===== src/rtl/fe_pkg.sv =====
// Shared types and helpers for the fetch0 stage and its branch target buffer.
package fe_pkg;

    localparam int unsigned ADDR_W = 30;
    localparam int unsigned CTR_W  = 2;

    localparam logic [CTR_W-1:0] CTR_WEAK_TAKEN = 2'b10;

    // The tag field is a full word address; only the bits above the index are compared.
    typedef struct packed {
        logic              valid;
        logic [ADDR_W-1:0] tag;
        logic [ADDR_W-1:0] target;
        logic [CTR_W-1:0]  ctr;
    } btb_entry_t;

    function automatic logic [CTR_W-1:0] sat_inc(input logic [CTR_W-1:0] c);
        return (c == 2'b11) ? c : c + 2'd1;
    endfunction

    function automatic logic [CTR_W-1:0] sat_dec(input logic [CTR_W-1:0] c);
        return (c == 2'b00) ? c : c - 2'd1;
    endfunction

endpackage


===== src/rtl/stage_fetch0_btb_if.sv =====
// Fetch0 -> fetch1/icache request channel.
interface stage_fetch0_btb_if;
    import fe_pkg::*;

    logic              fe0_valid;
    logic              fe0_read_req;
    logic [8:0]        fe0_read_asid;
    logic [ADDR_W-1:0] fe0_read_addr;
    logic              fe0_pred_taken;
    logic [ADDR_W-1:0] fe0_pred_target;
    logic              fe1_stall;

    modport master (
        output fe0_valid, fe0_read_req, fe0_read_asid, fe0_read_addr,
               fe0_pred_taken, fe0_pred_target,
        input  fe1_stall
    );

    modport slave (
        input  fe0_valid, fe0_read_req, fe0_read_asid, fe0_read_addr,
               fe0_pred_taken, fe0_pred_target,
        output fe1_stall
    );

endinterface


===== src/rtl/fe_btb.sv =====
// Direct-mapped BTB: combinational lookup, decode training and flush at the next edge.
module fe_btb
    import fe_pkg::*;
#(
    parameter int unsigned ENTRIES = 16
) (
    input  logic              clk_core,
    input  logic              reset_n,
    input  logic [ADDR_W-1:0] lookup_addr,
    output logic              hit,
    output logic              lookup_taken,
    output logic [ADDR_W-1:0] lookup_target,
    input  logic              upd,
    input  logic [ADDR_W-1:0] upd_pc,
    input  logic              upd_taken,
    input  logic [ADDR_W-1:0] upd_target,
    input  logic              flush
);

    localparam int unsigned IDX_W = $clog2(ENTRIES);

    btb_entry_t mem [ENTRIES];

    logic [IDX_W-1:0] rd_idx;
    logic [IDX_W-1:0] wr_idx;
    logic             upd_hit;

    function automatic logic tag_eq(input logic [ADDR_W-1:0] a, input logic [ADDR_W-1:0] b);
        return (a >> IDX_W) == (b >> IDX_W);
    endfunction

    assign rd_idx = lookup_addr[IDX_W-1:0];
    assign wr_idx = upd_pc[IDX_W-1:0];

    assign hit           = mem[rd_idx].valid & tag_eq(mem[rd_idx].tag, lookup_addr);
    assign lookup_taken  = mem[rd_idx].ctr[1];
    assign lookup_target = mem[rd_idx].target;

    assign upd_hit = mem[wr_idx].valid & tag_eq(mem[wr_idx].tag, upd_pc);

    // Flush wins over a same-cycle training write.
    always_ff @(posedge clk_core) begin
        if (!reset_n || flush) begin
            for (int unsigned i = 0; i < ENTRIES; i++) begin
                mem[IDX_W'(i)].valid <= 1'b0;
            end
        end else if (upd) begin
            if (upd_hit) begin
                if (upd_taken) begin
                    mem[wr_idx].ctr    <= sat_inc(mem[wr_idx].ctr);
                    mem[wr_idx].target <= upd_target;
                end else begin
                    mem[wr_idx].ctr    <= sat_dec(mem[wr_idx].ctr);
                end
            end else if (upd_taken) begin
                mem[wr_idx] <= '{valid: 1'b1, tag: upd_pc, target: upd_target,
                                 ctr: CTR_WEAK_TAKEN};
            end
        end
    end

endmodule


===== src/rtl/stage_fetch0_btb.sv =====
// Fetch-address generator: csr > decode redirect > BTB prediction > sequential.
module stage_fetch0_btb
    import fe_pkg::*;
#(
    parameter int unsigned       BTB_ENTRIES = 16,
    parameter logic [ADDR_W-1:0] RESET_PC    = 30'h0
) (
    input  logic                    clk_core,
    input  logic                    reset_n,
    stage_fetch0_btb_if.master      fe,
    input  logic                    de_setpc,
    input  logic [ADDR_W-1:0]       de_newpc,
    input  logic                    de_btb_update,
    input  logic [ADDR_W-1:0]       de_btb_pc,
    input  logic                    de_btb_taken,
    input  logic [ADDR_W-1:0]       de_btb_target,
    input  logic                    csr_kill,
    input  logic                    csr_setpc,
    input  logic [ADDR_W-1:0]       csr_newpc,
    input  logic [31:0]             csr_satp,
    input  logic                    csr_btb_flush
);

    logic [ADDR_W-1:0] pc_q;
    logic [ADDR_W-1:0] addr;
    logic              read_req;
    logic              btb_hit;
    logic              btb_taken;
    logic [ADDR_W-1:0] btb_target;
    logic              pred_taken;
    logic              unused_satp;

    assign addr = csr_setpc ? csr_newpc :
                  de_setpc  ? de_newpc  : pc_q;

    // A csr redirect may issue past a fetch1 stall; a kill squashes everything.
    assign read_req   = reset_n & ~csr_kill & (csr_setpc | ~fe.fe1_stall);
    assign pred_taken = read_req & btb_hit & btb_taken;

    fe_btb #(
        .ENTRIES (BTB_ENTRIES)
    ) u_btb (
        .clk_core      (clk_core),
        .reset_n       (reset_n),
        .lookup_addr   (addr),
        .hit           (btb_hit),
        .lookup_taken  (btb_taken),
        .lookup_target (btb_target),
        .upd           (de_btb_update),
        .upd_pc        (de_btb_pc),
        .upd_taken     (de_btb_taken),
        .upd_target    (de_btb_target),
        .flush         (csr_btb_flush)
    );

    // An unissued redirect is parked in pc_q and fetched on the first free cycle.
    always_ff @(posedge clk_core) begin
        if (!reset_n) begin
            pc_q <= RESET_PC;
        end else if (read_req) begin
            pc_q <= pred_taken ? btb_target : addr + 30'd1;
        end else if (csr_setpc || de_setpc) begin
            pc_q <= addr;
        end
    end

    assign fe.fe0_read_req    = read_req;
    assign fe.fe0_valid       = read_req;
    assign fe.fe0_read_addr   = addr;
    assign fe.fe0_read_asid   = csr_satp[30:22];
    assign fe.fe0_pred_taken  = pred_taken;
    assign fe.fe0_pred_target = btb_target;

    assign unused_satp = ^{csr_satp[31], csr_satp[21:0]};

endmodule


===== src/flat_wrapper.sv =====
// flat-port wrapper written by rule: the top's interface ports become plain ports
module stage_fetch0_btb_flat import fe_pkg::*;
#(
    parameter int unsigned       BTB_ENTRIES = 16,
    parameter logic [ADDR_W-1:0] RESET_PC    = 30'h0
)
  (clk_core, reset_n, de_setpc, de_newpc, de_btb_update, de_btb_pc, de_btb_taken, de_btb_target, csr_kill, csr_setpc, csr_newpc, csr_satp, csr_btb_flush, fe_fe0_valid, fe_fe0_read_req, fe_fe0_read_asid, fe_fe0_read_addr, fe_fe0_pred_taken, fe_fe0_pred_target, fe_fe1_stall);
  stage_fetch0_btb_if fe_i ();
  input  logic clk_core;
  input  logic reset_n;
  input  logic de_setpc;
  input  logic [ADDR_W-1:0] de_newpc;
  input  logic de_btb_update;
  input  logic [ADDR_W-1:0] de_btb_pc;
  input  logic de_btb_taken;
  input  logic [ADDR_W-1:0] de_btb_target;
  input  logic csr_kill;
  input  logic csr_setpc;
  input  logic [ADDR_W-1:0] csr_newpc;
  input  logic [31:0] csr_satp;
  input  logic csr_btb_flush;
  output wire logic [$bits(fe_i.fe0_valid)-1:0] fe_fe0_valid;
  output wire logic [$bits(fe_i.fe0_read_req)-1:0] fe_fe0_read_req;
  output wire logic [$bits(fe_i.fe0_read_asid)-1:0] fe_fe0_read_asid;
  output wire logic [$bits(fe_i.fe0_read_addr)-1:0] fe_fe0_read_addr;
  output wire logic [$bits(fe_i.fe0_pred_taken)-1:0] fe_fe0_pred_taken;
  output wire logic [$bits(fe_i.fe0_pred_target)-1:0] fe_fe0_pred_target;
  input wire logic [$bits(fe_i.fe1_stall)-1:0] fe_fe1_stall;
  assign fe_fe0_valid = fe_i.fe0_valid;
  assign fe_fe0_read_req = fe_i.fe0_read_req;
  assign fe_fe0_read_asid = fe_i.fe0_read_asid;
  assign fe_fe0_read_addr = fe_i.fe0_read_addr;
  assign fe_fe0_pred_taken = fe_i.fe0_pred_taken;
  assign fe_fe0_pred_target = fe_i.fe0_pred_target;
  assign fe_i.fe1_stall = fe_fe1_stall;
  stage_fetch0_btb #(.BTB_ENTRIES(BTB_ENTRIES), .RESET_PC(RESET_PC)) u_core (.clk_core(clk_core), .reset_n(reset_n), .fe(fe_i), .de_setpc(de_setpc), .de_newpc(de_newpc), .de_btb_update(de_btb_update), .de_btb_pc(de_btb_pc), .de_btb_taken(de_btb_taken), .de_btb_target(de_btb_target), .csr_kill(csr_kill), .csr_setpc(csr_setpc), .csr_newpc(csr_newpc), .csr_satp(csr_satp), .csr_btb_flush(csr_btb_flush));
endmodule

===== config.mk =====
export PLATFORM = sky130hd
export DESIGN_NAME = stage_fetch0_btb_flat
export DESIGN_NICKNAME = d
export VERILOG_FILES = /design/src/rtl/fe_pkg.sv /design/src/rtl/stage_fetch0_btb_if.sv /design/src/rtl/fe_btb.sv /design/src/rtl/stage_fetch0_btb.sv /design/src/flat_wrapper.sv
export SDC_FILE = /design/constraint.sdc
export NUM_CORES = 1
export LEC_CHECK = 0
export ABC_CLOCK_PERIOD_IN_PS = 7000
export CAP_MARGIN = 25
export CORE_MARGIN = 2
export CORE_UTILIZATION = 35
export CTS_CLUSTER_DIAMETER = 80
export DETAILED_ROUTE_END_ITERATION = 12
export PLACE_DENSITY = 0.5
export SETUP_SLACK_MARGIN = 0.4
export SYNTH_ARGS = -nofsm -noshare
export SYNTH_HDL_FRONTEND = slang
export SYNTH_SLANG_ARGS = --single-unit

===== constraint.sdc =====
create_clock -name clk_core -period 7 [get_ports clk_core]
set_input_delay 0.7 -clock clk_core [delete_from_list [all_inputs] [get_ports clk_core]]
set_output_delay 0.7 -clock clk_core [all_outputs]
set_load 0.01 [all_outputs]

==> results of run 1 <==
[logic make-up after synthesis]
family	count (synthesis)	synth area share, %
XOR/XNOR	76	1.507
multiplexers	437	18.51
buffers and inverters	296	2.793
AND/OR/NAND/NOR	539	5.722
AO/OA/AOI/OAI	372	6.249
flip-flops	974	65.17
adder cells (fa/ha/maj)	2	0.05098
[layout by cell type (no fill, tap or decap), types with 36 or more instances in the layout]
| cell | instances |
|---|---|
| inv_1 | 78 |
| clkdlybuf4s50_1 | 185 |
| mux4_2 | 299 |
| a21oi_1 | 43 |
| edfxtp_1 | 928 |
| nand2_1 | 233 |
| xnor2_1 | 67 |
| o211ai_1 | 65 |
| buf_4 | 111 |
| and3_1 | 48 |
| mux2i_1 | 99 |
| nand3_1 | 36 |
| nor2_1 | 58 |
| nor3_1 | 37 |
| a31oi_1 | 42 |
| dfxtp_1 | 46 |
| clkbuf_16 | 106 |
| o2111ai_1 | 44 |
[synthesized netlist by cell type (13+ instances only)]
master and number:
a21o_1 17, a21oi_1 43, a2bb2oi_1 13, a31oi_1 42, and3_1 56, buf_1 43
buf_2 45, clkbuf_1 108, dfxtp_1 46, edfxtp_1 928, inv_1 81, mux2_2 35
mux2i_1 99, mux4_2 299, nand2_1 233, nand3_1 36, nand4_1 33, nor2_1 78
nor3_1 41, nor4_1 18, o2111a_1 17, o2111ai_1 44, o211ai_1 65, o21a_1 13
o21ai_0 24, o22ai_1 16, xnor2_1 67
[sequential cells by signal, indices dropped and copies added, names as in the netlist]
register	count
u_core.pc_q	30
u_core.u_btb.mem	944
[critical path: stages, from the launching register on]
cell and delay [ps]:
dfxtp_1 600, mux2_4 380, o21ai_4 120, inv_12 370
buf_4 360, mux4_2 570, xnor2_1 150, nor4_2 590
o22ai_1 200, nor4_1 260, nand3_1 160, nor4_4 400
buf_4 170, clkdlybuf4s50_1 520
[per-stage QoR]
stage,hold WS [ps],setup slack [ps]
5_1_grt,499.4,476.5
2_1_floorplan,435.2,1906
6_report,475.5,624.0
3_3_place_gp,449.4,351.2
4_1_cts,474.5,484.8
3_5_place_dp,459.4,334.0
[routing by layer]
metal  wire (um)  part of all wire [%]  up-vias
met5         116                 0.078        -
met4        3292                   2.2       18
met3       14010                   9.4      218
met2       69190                    47     1271
met1       61820                    42    14480
li1            -                     -    11380
[how the worst max path moves through the flow]
stage                         startpoint                       to  slack, ps
final                     u_core.pc_q[0]        fe_fe0_pred_taken        620
after global routing      u_core.pc_q[0]        fe_fe0_pred_taken        480
after CTS                 u_core.pc_q[0]        fe_fe0_pred_taken        480
after detailed placement    csr_newpc[0]        fe_fe0_pred_taken        330
after global placement      csr_newpc[0]        fe_fe0_pred_taken        350
after floorplan             de_btb_pc[0]  u_core.u_btb.mem[8][36]       1910
[where the power goes]
group          switching [mW]  internal, mW
logic                    1.05         0.676
registers              0.0263          6.42
clock network            2.39          3.18
[timing repair]
item / 4_1_cts / 5_1_grt
setup buffers: 0 / 0
setup endpoints to repair: 1 / 1
pin swaps: 0 / 0
hold buffers: 0 / 0
endpoints found under the hold margin: 0 / 0
resized for setup: 1 / 2
[final cells by class]
| class | count | share of cell area (%) |
|---|---|---|
| antenna | 4 | 0.01924 |
| inverter | 86 | 0.6637 |
| tap | 1650 | 3.967 |
| clock inverter | 67 | 1.390 |
| clock buffer | 127 | 5.268 |
| multi-input combinational | 1426 | 27.64 |
| sequential | 974 | 55.32 |
| timing repair buffer | 312 | 5.732 |
==> impl_metrics.json, run 1 <==
{
  "dp_hpwl_um": 91080,
  "clockRootBuffer": "clkbuf_16",
  "synthArstFlopShare_pct": 0,
  "dr.pass1.iters": 6,
  "fmax_mhz": 156.8,
  "portBuffers": 191,
  "cts.sinks": 974,
  "synth_edf_count": 928,
  "core_area_sq_mm": 0.1254,
  "timing.final.crit_share_pct": 91.09,
  "seq_area_sq_mm": 0.02879,
  "final_nets": 3067,
  "dpl_cell_area_sq_mm": 0.04850,
  "final_util_pct": 41.49,
  "hold_violations": 0,
  "drive_above_1_share_pct": 22.39,
  "worstPathArrival_ps": 5680,
  "grt-ovfl-total": 0,
  "dieHeight_um": 359.3,
  "syn_inst": 2696,
  "drtIter0Drc": 3287,
  "power.total_mw": 13.74,
  "synth.distinct_cells": 78,
  "min_from": "u_core.u_btb.mem[2][62]",
  "antenna_found_initial": 12,
  "drv_slew": 0,
  "synth_seq_cells": 974,
  "netlist_area_sq_mm": 0.04417,
  "final_area_sq_mm": 0.05203,
  "yosysWarnings": 0,
  "syn-mean-instance-area_sq_um": 16.38,
  "p_leak_nw": 16.99,
  "grt_pass1_wl_um": 208200,
  "cts_tree": "done",
  "die_x_um": 359.3,
  "grt_max_degree": 88,
  "grtUsageTotal_pct": 22.58,
  "layout_min_cycle_time_ps": 6376,
  "synth.largest_area_cell": "edfxtp_1",
  "rows": 130,
  "drcViolationCount": 0,
  "synth-main-ff-cell": "edfxtp_1",
  "reg2reg_setup_slack_ps": 1290,
  "busiest_layer": "met2",
  "insertion_delay_ps": 720,
  "grt_use_met2_pct": 35.78,
  "gp_congestion": 0.9629,
  "rsz0062_at_grt": "false",
  "fillers": 11190,
  "r2r-start": "u_core.pc_q[0]",
  "multi_input_area_sq_mm": 0.01438,
  "skew_ps": 52.69,
  "clockBufferDepth": 3,
  "end_kind": "output port",
  "r2r_end": "u_core.pc_q[5]",
  "wl_um": 148400,
  "hold_class": "register to register",
  "min_path_cells": 1,
  "grt_util_met3_pct": 6.696,
  "peakVddDrop_mv": 0.1976,
  "grt_pass1_vias": 27540,
  "yosysSeqAreaShare_pct": 65.17,
  "tightestPinTransition_ps": 1175,
  "max_cap_viol_count": 0,
  "vias_per_cell": 5.890,
  "start_util_pct": 35.22,
  "clk_pin_slew_ps": 60,
  "setup_viol": 0,
  "r2r_cells": 13,
  "status": "completed",
  "finalNonFillerCells": 4646,
  "hold_end": "u_core.u_btb.mem[2][62]",
  "cp.required_ps": 6300,
  "start_kind": "register",
  "critPathMaxFanout": 67,
  "die_area_sq_mm": 0.1291,
  "drt.antenna.violating_nets": 0,
  "grtUsageMet1_pct": 30.39,
  "tns_ps": 0,
  "path_class": "register to output port",
  "io_pins": 233,
  "via_count": 27370,
  "cts_buffers": 105,
  "slew_headroom_pct": 21.28,
  "routedWlPerCell_um": 31.95,
  "synth_nets": 2858,
  "dp_cells": 4445,
  "synth.top_cell.area_share_pct": 63.09,
  "netlist_top_cells_area": "edfxtp_1 (63%), mux4_2 (15%), mux2i_1 (2.2%)",
  "ctsHtreeMaxLevel": 3,
  "power_density_mw_per_mm2": 264.0,
  "area_growth_pct": 17.80
}
Power figures use the tool's default switching activity.
==> run 2: changes to the inputs <==
Settings changed: CAP_MARGIN 25 to 5.
==> impl_metrics.json, run 2 (synthesis gave the netlist of run 1 again) <==
{
  "wl_um": 148700,
  "peakVddDrop_mv": 0.2024,
  "area_growth_pct": 17.34,
  "largest-register": "u_core.u_btb.mem",
  "clockRootBuffer": "clkbuf_16",
  "r2r-start": "u_core.pc_q[0]",
  "r2r_cells": 13,
  "min_from": "u_core.u_btb.mem[14][62]",
  "antenna_found_initial": 11,
  "core_area_sq_mm": 0.1254,
  "cts_tree": "done",
  "slew_headroom_pct": 14.64,
  "ctsHtreeMaxLevel": 3,
  "clockBufferDepth": 3,
  "critPathMaxFanout": 49,
  "status": "completed",
  "drive_above_1_share_pct": 21.88,
  "tightestPinTransition_ps": 1272,
  "hold_violations": 0,
  "dieHeight_um": 359.3,
  "start_util_pct": 35.22,
  "vias_per_cell": 5.932,
  "via_count": 27540,
  "die_area_sq_mm": 0.1291,
  "grt_pass1_vias": 27600,
  "timing.final.crit_share_pct": 90.96,
  "critPathLaunch": "u_core.pc_q[0]",
  "portBuffers": 191,
  "layout_commonest_cell": "edfxtp_1",
  "reg2reg_setup_slack_ps": 1200,
  "r2r_end": "u_core.pc_q[5]",
  "fmax_mhz": 157.1,
  "grt_util_met3_pct": 6.373,
  "skew_ps": 54.84,
  "hold_end": "u_core.u_btb.mem[14][62]",
  "top_regs": "u_core.u_btb.mem (944), u_core.pc_q (30)",
  "max_cap_viol_count": 0,
  "cp.required_ps": 6300,
  "setup_viol": 0,
  "grt_pass1_wl_um": 208500,
  "worstPathArrival_ps": 5670,
  "layout_min_cycle_time_ps": 6367,
  "grt_use_met2_pct": 35.56,
  "critical_path.slowest_cell": "buf_4",
  "min_path_cells": 1,
  "drcViolationCount": 0,
  "finalNonFillerCells": 4643,
  "gp_congestion": 0.9629,
  "hold_class": "register to register",
  "routedWlPerCell_um": 32.03,
  "worstPathCellList": "mux2_4, o21ai_4, buf_4, nand2_1, o22ai_1, a311oi_1, xnor2_1, nand2_1, o21ai_0, nor4_1, nand3_1, nor4_2, buf_4, clkdlybuf4s50_1",
  "grt_max_degree": 88,
  "drt.antenna.violating_nets": 0,
  "path_class": "register to output port",
  "cts_buffers": 105,
  "critPathMaxStageDelay_ps": 680,
  "grtUsageTotal_pct": 22.62,
  "rows": 130,
  "cts.sinks": 974,
  "dr.pass1.iters": 6,
  "dp_hpwl_um": 90530,
  "dp_cells": 4440,
  "grtUsageMet1_pct": 30.95,
  "insertion_delay_ps": 720,
  "drtIter0Drc": 3331,
  "die_x_um": 359.3,
  "tns_ps": 0,
  "end_kind": "output port",
  "layout_common_cells": "edfxtp_1 (928), mux4_2 (299), nand2_1 (233)",
  "final_nets": 3059,
  "io_pins": 233,
  "power_density_mw_per_mm2": 264.0,
  "postCtsSetupBuffers": 0,
  "drv_slew": 0,
  "grt-ovfl-total": 0,
  "clk_pin_slew_ps": 60,
  "start_kind": "register",
  "p_leak_nw": 16.88,
  "largest_reg_flops": 944,
  "rsz0062_at_grt": "false",
  "busiest_layer": "met2"
}
[run 2: cell count changes in the layout (fill, tap and decap cells not counted)]
cell	previous run	this run
buf_16	5	0
buf_4	111	109
buf_6	1	0
clkbuf_1	20	22
clkbuf_16	106	105
clkbuf_8	2	1
clkinv_1	24	35
clkinv_16	5	4
clkinv_2	25	19
clkinv_8	1	3
inv_16	1	0
[run 2: how the worst max path moves through the flow]
| stage | to | slack (ps) | cells after the start |
|---|---|---|---|
| 5_1_grt | fe_fe0_pred_taken | 430 | 13 |
| 3_5_place_dp | fe_fe0_pred_taken | 370 | 14 |
| 6_report | fe_fe0_pred_taken | 630 | 14 |
| 3_3_place_gp | fe_fe0_pred_taken | 350 | 14 |
| 2_1_floorplan | u_core.u_btb.mem[8][36] | 1910 | 11 |
| 4_1_cts | fe_fe0_pred_taken | 530 | 13 |
[run 2: critical path: cells and delay by family (launching register included)]
| family | cells | cell delay, ps |
|---|---|---|
| AND/OR/NAND/NOR | 5 | 1520 |
| flip-flops | 1 | 450 |
| multiplexers | 1 | 440 |
| buffers and inverters | 3 | 1410 |
| AO/OA/AOI/OAI | 4 | 850 |
| XOR/XNOR | 1 | 240 |
[run 2: where the power goes]
group	internal, mW	total [mW]	switching, mW
Combinational	0.671	1.73	1.06
Clock	3.14	5.51	2.37
Sequential	6.42	6.44	0.0281
[run 2: routing by layer]
layer  vias up  share of wire, %
met5         -             0.071
met2      1426                46
met3       238                10
met1     14510                41
li1      11360                 -
met4        16               2.3
[run 2: repair_timing]
action	4_1_cts	5_1_grt
gates resized for setup	1	2
hold buffers	0	0
endpoints found under the setup margin	1	1
[run 2: final cells by class]
type / instances / area (sq um)
Timing Repair Buffer: 304 / 2819
Sequential cell: 974 / 28790
Clock buffer: 127 / 2710
Multi-Input combinational cell: 1426 / 14380
Clock inverter: 72 / 716.9
Inverter: 86 / 345.3
Fill cell: 11260 / 73570
Antenna cell: 4 / 10.01
Tap cell: 1650 / 2064
[run 2: metrics by stage]
| stage | area, sq um | hold WS, ps | util [%] | setup slack, ps | power (mW) |
|---|---|---|---|---|---|
| final | 51830 | 479.2 | 41.33 | 632.7 | 13.68 |
| after detailed placement | 48380 | 460.3 | 38.57 | 371.4 | 8.276 |
| after global routing | 51830 | 492.5 | 41.33 | 427.2 | 14.08 |
| after CTS | 51810 | 473.1 | 41.31 | 528.8 | 13.77 |
| after global placement | 48380 | 449.4 | 38.57 | 351.2 | 8.262 |
| after floorplan | 44170 | 435.2 | - | 1906 | 7.499 |
